$ cat src/rtl/adc_seq_avg.sv
// Round-robin sequencer and per-channel averager for an ADC128S022-style 8-channel, 12-bit SPI ADC.
// Frame data is pipelined one frame behind the address that selected it.
module adc_seq_avg #(
    parameter int NUM_CH   = 3,
    parameter int CH_BASE  = 1,
    parameter int AVG_LOG2 = 0
) (
    input  logic                   sclk,
    input  logic                   rst,
    input  logic                   en,
    input  logic [NUM_CH-1:0]      ch_en,
    input  logic                   dout,
    output logic                   din,
    output logic                   CS_n,
    output logic [NUM_CH*12-1:0]   adc_data,
    output logic [NUM_CH-1:0]      data_valid
);

    localparam int ACC_W = 12 + AVG_LOG2;
    localparam int N_W   = AVG_LOG2 + 1;
    localparam logic [N_W-1:0] N_LAST = N_W'((1 << AVG_LOG2) - 1);

    typedef enum logic {IDLE = 1'b0, FRAME = 1'b1} state_e;

    state_e            state_q, state_d;
    logic [3:0]        cnt_q, cnt_d;
    logic [2:0]        cur_addr_q, cur_addr_d;
    logic [2:0]        prev_addr_q, prev_addr_d;
    logic              prime_q, prime_d;
    logic [10:0]       shreg_q, shreg_d;
    logic [ACC_W-1:0]  acc_q [NUM_CH];
    logic [ACC_W-1:0]  acc_d [NUM_CH];
    logic [N_W-1:0]    n_q [NUM_CH];
    logic [N_W-1:0]    n_d [NUM_CH];
    logic [11:0]       data_q [NUM_CH];
    logic [11:0]       data_d [NUM_CH];
    logic [NUM_CH-1:0] valid_q, valid_d;
    logic              din_q;

    logic [11:0]       sample;
    logic [ACC_W-1:0]  sum;
    logic [2:0]        addr_phys;
    logic              any_en;
    logic              frame_end;
    logic              commit;

    function automatic logic [2:0] next_ch(input logic [2:0] cur, input logic [NUM_CH-1:0] mask);
        logic [2:0] nxt;
        logic       found;
        int         idx;
        nxt   = cur;
        found = 1'b0;
        for (int i = 1; i <= NUM_CH; i++) begin
            idx = (int'(cur) + i) % NUM_CH;
            if (!found && mask[idx]) begin
                nxt   = 3'(idx);
                found = 1'b1;
            end
        end
        return nxt;
    endfunction

    assign sample    = {shreg_q, dout};
    assign addr_phys = cur_addr_q + 3'(CH_BASE);
    assign any_en    = |ch_en;
    assign frame_end = (state_q == FRAME) && (cnt_q == 4'd15);

    always_comb begin
        state_d     = state_q;
        cnt_d       = cnt_q;
        cur_addr_d  = cur_addr_q;
        prev_addr_d = prev_addr_q;
        prime_d     = prime_q;
        shreg_d     = shreg_q;
        valid_d     = '0;
        sum         = '0;
        commit      = 1'b0;
        for (int k = 0; k < NUM_CH; k++) begin
            acc_d[k]  = acc_q[k];
            n_d[k]    = n_q[k];
            data_d[k] = data_q[k];
        end

        case (state_q)
            IDLE: begin
                cnt_d = 4'd0;
                if (en && any_en) begin
                    state_d    = FRAME;
                    prime_d    = 1'b1;
                    cur_addr_d = next_ch(cur_addr_q, ch_en);
                end
            end
            FRAME: begin
                cnt_d = cnt_q + 4'd1;
                if (cnt_q >= 4'd4) begin
                    shreg_d = sample[10:0];
                end
                if (cnt_q == 4'd15) begin
                    cnt_d = 4'd0;
                    if (en && any_en) begin
                        prev_addr_d = cur_addr_q;
                        cur_addr_d  = next_ch(cur_addr_q, ch_en);
                        prime_d     = 1'b0;
                    end else begin
                        state_d = IDLE;
                    end
                end
            end
            default: state_d = IDLE;
        endcase

        // A disabled channel loses its partial average; a commit to it is dropped.
        for (int k = 0; k < NUM_CH; k++) begin
            commit = frame_end && !prime_q && (prev_addr_q == 3'(k)) && ch_en[k];
            if (!ch_en[k]) begin
                acc_d[k] = '0;
                n_d[k]   = '0;
            end else if (commit) begin
                sum = acc_q[k] + ACC_W'(sample);
                if (n_q[k] == N_LAST) begin
                    data_d[k]  = 12'(sum >> AVG_LOG2);
                    valid_d[k] = 1'b1;
                    acc_d[k]   = '0;
                    n_d[k]     = '0;
                end else begin
                    acc_d[k] = sum;
                    n_d[k]   = n_q[k] + N_W'(1);
                end
            end
        end
    end

    always_ff @(posedge sclk or posedge rst) begin
        if (rst) begin
            state_q     <= IDLE;
            cnt_q       <= 4'd0;
            cur_addr_q  <= 3'(NUM_CH - 1);
            prev_addr_q <= 3'd0;
            prime_q     <= 1'b1;
            shreg_q     <= '0;
            valid_q     <= '0;
            for (int k = 0; k < NUM_CH; k++) begin
                acc_q[k]  <= '0;
                n_q[k]    <= '0;
                data_q[k] <= '0;
            end
        end else begin
            state_q     <= state_d;
            cnt_q       <= cnt_d;
            cur_addr_q  <= cur_addr_d;
            prev_addr_q <= prev_addr_d;
            prime_q     <= prime_d;
            shreg_q     <= shreg_d;
            valid_q     <= valid_d;
            for (int k = 0; k < NUM_CH; k++) begin
                acc_q[k]  <= acc_d[k];
                n_q[k]    <= n_d[k];
                data_q[k] <= data_d[k];
            end
        end
    end

    // Address bits launch on the falling edge so the ADC sees them stable at the next rise.
    always_ff @(negedge sclk or posedge rst) begin
        if (rst) begin
            din_q <= 1'b0;
        end else if (state_q == FRAME) begin
            case (cnt_q)
                4'd2:    din_q <= addr_phys[2];
                4'd3:    din_q <= addr_phys[1];
                4'd4:    din_q <= addr_phys[0];
                default: din_q <= 1'b0;
            endcase
        end else begin
            din_q <= 1'b0;
        end
    end

    always_comb begin
        adc_data = '0;
        for (int k = 0; k < NUM_CH; k++) begin
            adc_data[12*k +: 12] = data_q[k];
        end
    end

    assign CS_n       = (state_q == IDLE);
    assign din        = din_q;
    assign data_valid = valid_q;

endmodule
$ cat config.mk
export PLATFORM = sky130hd
export DESIGN_NAME = adc_seq_avg
export DESIGN_NICKNAME = d
export VERILOG_FILES = /design/src/rtl/adc_seq_avg.sv
export SDC_FILE = /design/constraint.sdc
export NUM_CORES = 1
export LEC_CHECK = 0
export BUFFER_PORTS_ARGS = -buffer_cell sky130_fd_sc_hd__clkbuf_2
export CAP_MARGIN = 20
export CORE_MARGIN = 2
export CORE_UTILIZATION = 57
export CTS_CLUSTER_SIZE = 24
export DETAILED_ROUTE_END_ITERATION = 8
export PLACE_DENSITY_LB_ADDON = 0.15
export SYNTH_ARGS = -nofsm -noshare
export SYNTH_HDL_FRONTEND = slang
export SYNTH_SLANG_ARGS = --single-unit
$ cat constraint.sdc
create_clock -name sclk -period 4.4 [get_ports sclk]
set_clock_uncertainty 0.2 [all_clocks]
set_input_delay 0.88 -clock sclk [delete_from_list [all_inputs] [get_ports sclk]]
set_output_delay 0.88 -clock sclk [all_outputs]
set_load 0.005 [all_outputs]
==> impl_metrics.env, run 1 <==
export IMPL_route_antenna_remaining_nets=0
export IMPL_hold_path_startpoint="adc_data[25]"
export IMPL_dr_total_vias=2552
export IMPL_crit_fanout=8
export IMPL_ys_seq_area_frac=0.459
export IMPL_synthCells=315
export IMPL_gp_congestion=1.01
export IMPL_slew_headroom=0.500
export IMPL_fin_setup_tns_ns=0
export IMPL_hold_class="flip-flop to flip-flop"
export IMPL_start_util=0.584
export IMPL_crit_type="flip-flop to flip-flop"
export IMPL_fp_dieArea_um2=6670
export IMPL_use_met2=0.391
export IMPL_grt_most_used_layer="met2"
export IMPL_yosys_top_cells_count="dfrtp_1 (60), nand2_1 (48), mux2_2 (38)"
export IMPL_placed_cell_area_um2=3810
export IMPL_synth_nets=343
export IMPL_drc=0
export IMPL_cts_hold_fix_buffers=0
export IMPL_yosys_warnings=0
export IMPL_finalSetupViolations=0
export IMPL_cp_required_ns=4.45
export IMPL_reg2reg_from="cur_addr_q[1]"
export IMPL_clockRootBuffer="clkbuf_8"
export IMPL_power_uw=3670
export IMPL_rsz0062_at_grt="false"
export IMPL_slew_viol_final=0
export IMPL_synth_edf_count=0
export IMPL_fmax_mhz=239
export IMPL_num_io_pins=48
export IMPL_grtUsageMet1=0.301
export IMPL_async_flop_share=1.00
export IMPL_ys_seq_elements=63
export IMPL_clkLatencyLatePin_ns=0.33
export IMPL_wl_per_cell_um=16.2
export IMPL_avgSynthCellArea_um2=10.9
export IMPL_synth_area_top_cells="dfrtp_1 (44%), mux2_2 (12%), ha_1 (7.6%)"
export IMPL_grt_max_degree=63
export IMPL_power_density_nw_per_um2=910
export IMPL_area_delta_synth_final_pct=17.1
export IMPL_clk_pin_slew_ns=0.06
export IMPL_synth_flop_cell="dfrtp_1"
export IMPL_antenna_found_initial=0
export IMPL_cts_sinks=63
export IMPL_yosys_area_top_type_share=0.437
export IMPL_wirelength_um=7400
export IMPL_tightest_slew_ns=0.749
export IMPL_hold_slack_ns=0.282
export IMPL_period_minus_slack_ns=4.19
export IMPL_die_x_um=81.7
export IMPL_clockBufferDepth=2
export IMPL_leakagePower_uw=0.00202
export IMPL_peakVddDrop_mv=0.924
export IMPL_yosysUniqueCellTypes=57
export IMPL_dp_hpwl_um=5200
export IMPL_grt_met3_usage=0.0451
export IMPL_stdcell_area_um2=4030
export IMPL_yosys_area_top_type="dfrtp_1"
export IMPL_grt_util_all_layers=0.234
export IMPL_outcome="finished, final reports clean"
export IMPL_hold_viol=0
export IMPL_cts_buffers=9
export IMPL_std_cell_rows=28
export IMPL_yosysMostFrequentCell="dfrtp_1"
export IMPL_coreArea_um2=5890
export IMPL_grt_overflow=0
export IMPL_dieHeight_um=81.7
export IMPL_final_nets=405
export IMPL_maxCapViolations=0
export IMPL_tritoncts="done"
export IMPL_crit_path_end_kind="flip-flop"
export IMPL_grt_pass1_wl_um=11700
export IMPL_avgViaCountPerCell=5.58
export IMPL_crit_start="cur_addr_q[1]"
export IMPL_drive_gt1_frac=0.356
export IMPL_htreeDepth=3
export IMPL_synth_area_um2=3440
export IMPL_port_buffers=47
export IMPL_diodes=0
export IMPL_startpoint_type="flip-flop"
export IMPL_crit_arrival_ns=4.24
export IMPL_post_route_period_util=0.953
export IMPL_final_util=0.685
export IMPL_drt_iter0_drc=76
export IMPL_first_global_vias=2433
export IMPL_first_pass_iters=4
stage by stage:
| step | setup slack (ns) | cells |
|---|---|---|
| CTS | 0.0567 | 455 |
| detailed placement | 0.0993 | 439 |
| global placement | 0.242 | 439 |
| finish | 0.208 | 457 |
| global route | 0.0324 | 457 |
| floorplan | 0.315 | 315 |
per-layer routing:
metal | up-vias | wire length [um]
li1 | 1230 | -
met1 | 1240 | 3150
met2 | 76 | 3780
met3 | 6 | 406
met4 | 0 | 71
met5 | - | 0
power breakdown:
| part | total [uW] | leakage (uW) | internal (uW) | switching [uW] |
|---|---|---|---|---|
| Combinational | 2300 | 0.00112 | 1060 | 1240 |
| Clock | 433 | 0.0000877 | 235 | 197 |
| Sequential | 935 | 0.000815 | 769 | 167 |
path summary, 6_finish.rpt:
| path | to | slack, ns | cells past startpoint |
|---|---|---|---|
| setup / recovery | cur_addr_q[0] | 0.21 | 17 |
| hold / removal | adc_data[25] | 0.28 | 2 |
| setup reg to reg | cur_addr_q[0] | 0.21 | 17 |
| hold reg to reg | adc_data[25] | 0.28 | 2 |
| max in group asynchronous | din | 1.54 | 2 |
| min in group asynchronous | adc_data[22] | 0.66 | 3 |
sequential cells by signal, summed over array words and instances (netlist names):
name / count
adc_data: 36
cnt_q: 4
cur_addr_q: 3
data_valid: 3
din: 1
prev_addr_q: 3
prime_q: 1
shreg_q: 11
state_q: 1
placed cells by master (no fill, tap or decap), types with 4 or more instances in the layout:
cell      count
dfrtp_1      60
nand2_1      48
clkbuf_2     47
mux2_2       38
nor2_1       20
ha_1         20
inv_1        17
buf_4        13
clkbuf_8     11
a21oi_1       7
mux2i_1       7
xnor2_1       6
nand2b_1      5
o21ai_0       5
nand3_1       5
clkbuf_1      4
timing repair:
| item | 4_1_cts | 5_1_grt |
|---|---|---|
| gates resized for setup | 0 | 6 |
| setup buffers | 0 | 2 |
| setup endpoints to repair | 0 | 3 |
cell families after synthesis:
kind of cell             Yosys count  share of synthesized area
flip-flops                        63                      0.459
XOR/XNOR                           9                     0.0273
AO/OA/AOI/OAI                     49                      0.115
multiplexers                      46                      0.148
buffers and inverters             29                     0.0375
adder cells (fa/ha/maj)           21                     0.0764
AND/OR/NAND/NOR                   98                      0.138
worst max-delay path: stages (launching register included):
cell	delay, ns
dfstp_2	0.57
inv_1	0.12
ha_1	0.26
a21o_1	0.27
nor2_1	0.13
ha_1	0.21
inv_1	0.10
o2111a_1	0.26
or3_4	0.35
and2_2	0.21
ha_1	0.17
inv_1	0.09
o221ai_1	0.20
buf_4	0.22
o31ai_4	0.29
a21oi_1	0.14
o211ai_2	0.17
xnor2_1	0.13
cell type report:
type / instances / area [um2]
clock buffers: 15 / 166
clock inverters: 1 / 5.00
fillers: 468 / 1860
inverters: 20 / 81.3
multi-input cells: 223 / 1770
flip-flops and latches: 63 / 1580
well taps: 75 / 93.8
repair buffers: 60 / 333
(Power assumes the default switching activity.)
==> run 2, diff against run 1 <==
RECOVER_POWER = 100   (was unset)
==> impl_metrics.env, run 2 (synthesis gave the netlist of run 1 again) <==
export IMPL_startpoint_type="flip-flop"
export IMPL_die_x_um=81.7
export IMPL_rr_worst_depth=17
export IMPL_diodes=0
export IMPL_grt_util_all_layers=0.234
export IMPL_wirelength_um=7360
export IMPL_power_density_nw_per_um2=912
export IMPL_first_global_vias=2433
export IMPL_crit_fanout=8
export IMPL_drt_iter0_drc=98
export IMPL_outcome="finished, final reports clean"
export IMPL_hold_viol=0
export IMPL_route_antenna_remaining_nets=0
export IMPL_clockBufferDepth=2
export IMPL_crit_start="cur_addr_q[1]"
export IMPL_area_delta_synth_final_pct=15.6
export IMPL_num_io_pins=48
export IMPL_drive_gt1_frac=0.277
export IMPL_grt_max_degree=63
export IMPL_cts_sinks=63
export IMPL_fp_dieArea_um2=6670
export IMPL_peakVddDrop_mv=0.902
export IMPL_power_uw=3630
export IMPL_switching_share=0.439
export IMPL_rsz0062_at_grt="false"
export IMPL_crit_type="flip-flop to flip-flop"
export IMPL_post_route_period_util=0.955
export IMPL_clockRootBuffer="clkbuf_8"
export IMPL_htreeDepth=3
export IMPL_intPower_uw=2030
export IMPL_std_cell_rows=28
export IMPL_fmax_mhz=238
export IMPL_clk_pin_slew_ns=0.06
export IMPL_largest_reg_flops=36
export IMPL_maxCapViolations=0
export IMPL_antenna_found_initial=0
export IMPL_slew_headroom=0.00569
export IMPL_dr_total_vias=2563
export IMPL_cts_buffers=9
export IMPL_final_common_cell="dfrtp_1"
export IMPL_start_util=0.584
export IMPL_dp_hpwl_um=5200
export IMPL_first_pass_iters=4
export IMPL_leakagePower_uw=0.00192
export IMPL_grt_overflow=0
export IMPL_slew_viol_final=0
export IMPL_gp_congestion=1.01
export IMPL_coreArea_um2=5890
export IMPL_power_switching_uw=1590
export IMPL_cp_required_ns=4.45
export IMPL_crit_arrival_ns=4.25
export IMPL_period_minus_slack_ns=4.20
export IMPL_final_nets=405
export IMPL_port_buffers=47
export IMPL_clkLatencyLatePin_ns=0.32
export IMPL_reg2reg_slack_ns=0.20
export IMPL_avgViaCountPerCell=5.61
export IMPL_fin_setup_tns_ns=0
export IMPL_comb_power_share=0.623
export IMPL_crit_end="cur_addr_q[0]"
export IMPL_grt_pass1_wl_um=11700
export IMPL_reg2reg_to="cur_addr_q[0]"
export IMPL_reg2reg_from="cur_addr_q[1]"
export IMPL_tightest_slew_ns=1.49
export IMPL_power_frac_seq=0.258
export IMPL_drc=0
export IMPL_hold_class="flip-flop to flip-flop"
export IMPL_crit_path_end_kind="flip-flop"
export IMPL_wl_per_cell_um=16.1
export IMPL_clkPwrFrac=0.119
export IMPL_final_cell_mix="dfrtp_1 (60), nand2_1 (48), mux2_2 (37)"
export IMPL_dieHeight_um=81.7
export IMPL_finalSetupViolations=0
export IMPL_tritoncts="done"
==> run 2: power groups by stage <==
stage	Clock, uW	Combinational [uW]	Sequential, uW
final	432	2260	936
after global routing	463	2440	968
after CTS	444	2180	942
after detailed placement	0	2170	949
after global placement	0	2120	941
after floorplan	0	1660	910
==> run 2: stage by stage <==
step	cells	hold slack, ns	util	instance area [um2]	worst slack [ns]
2_1_floorplan	315	0.252	-	3440	0.315
3_3_place_gp	439	0.258	0.648	3810	0.242
3_5_place_dp	439	0.265	0.648	3810	0.0993
4_1_cts	455	0.282	0.677	3990	0.0567
5_1_grt	457	0.297	0.676	3980	0.0155
6_report	457	0.281	0.676	3980	0.198
==> run 2: worst min path at each step <==
stage                       from           end  slack (ns)  cells after the start
finish              adc_data[29]  adc_data[29]        0.28                      2
global route        adc_data[29]  adc_data[29]        0.30                      2
CTS                 adc_data[25]  adc_data[25]        0.28                      2
detailed placement  adc_data[31]  adc_data[31]        0.26                      2
global placement    adc_data[30]  adc_data[30]        0.26                      2
floorplan               cnt_q[0]      cnt_q[0]        0.25                      1
==> run 2: routing by layer <==
layer | track usage | wire length [um]
met4 | 0.0917 | 110
met1 | 0.301 | 3270
met3 | 0.0451 | 271
met5 | 0 | 0
met2 | 0.391 | 3720
==> run 2: repair_timing <==
action	4_1_cts	5_1_grt
gates resized for setup	0	6
hold buffers	0	0
setup endpoints to repair	0	3
buffers inserted	0	2
==> run 2: cell type report <==
cell class | instances | area, um2
fill | 484 | 1910
multi-input combinational | 223 | 1770
sequential | 63 | 1580
timing repair buffer | 60 | 285
clock buffer | 15 | 166
tap | 75 | 93.8
inverter | 20 | 76.3
clock inverter | 1 | 5.00
==> run 2: critical path: stages, from the launching register on <==
cell,delay [ns]
dfstp_2,0.58
inv_1,0.12
ha_1,0.26
a21o_1,0.27
nor2_1,0.13
ha_1,0.21
inv_1,0.10
o2111a_1,0.26
or3_4,0.35
and2_2,0.21
ha_1,0.17
inv_1,0.09
o221ai_1,0.19
clkbuf_2,0.22
o31ai_4,0.31
a21oi_1,0.14
o211ai_2,0.17
xnor2_1,0.13
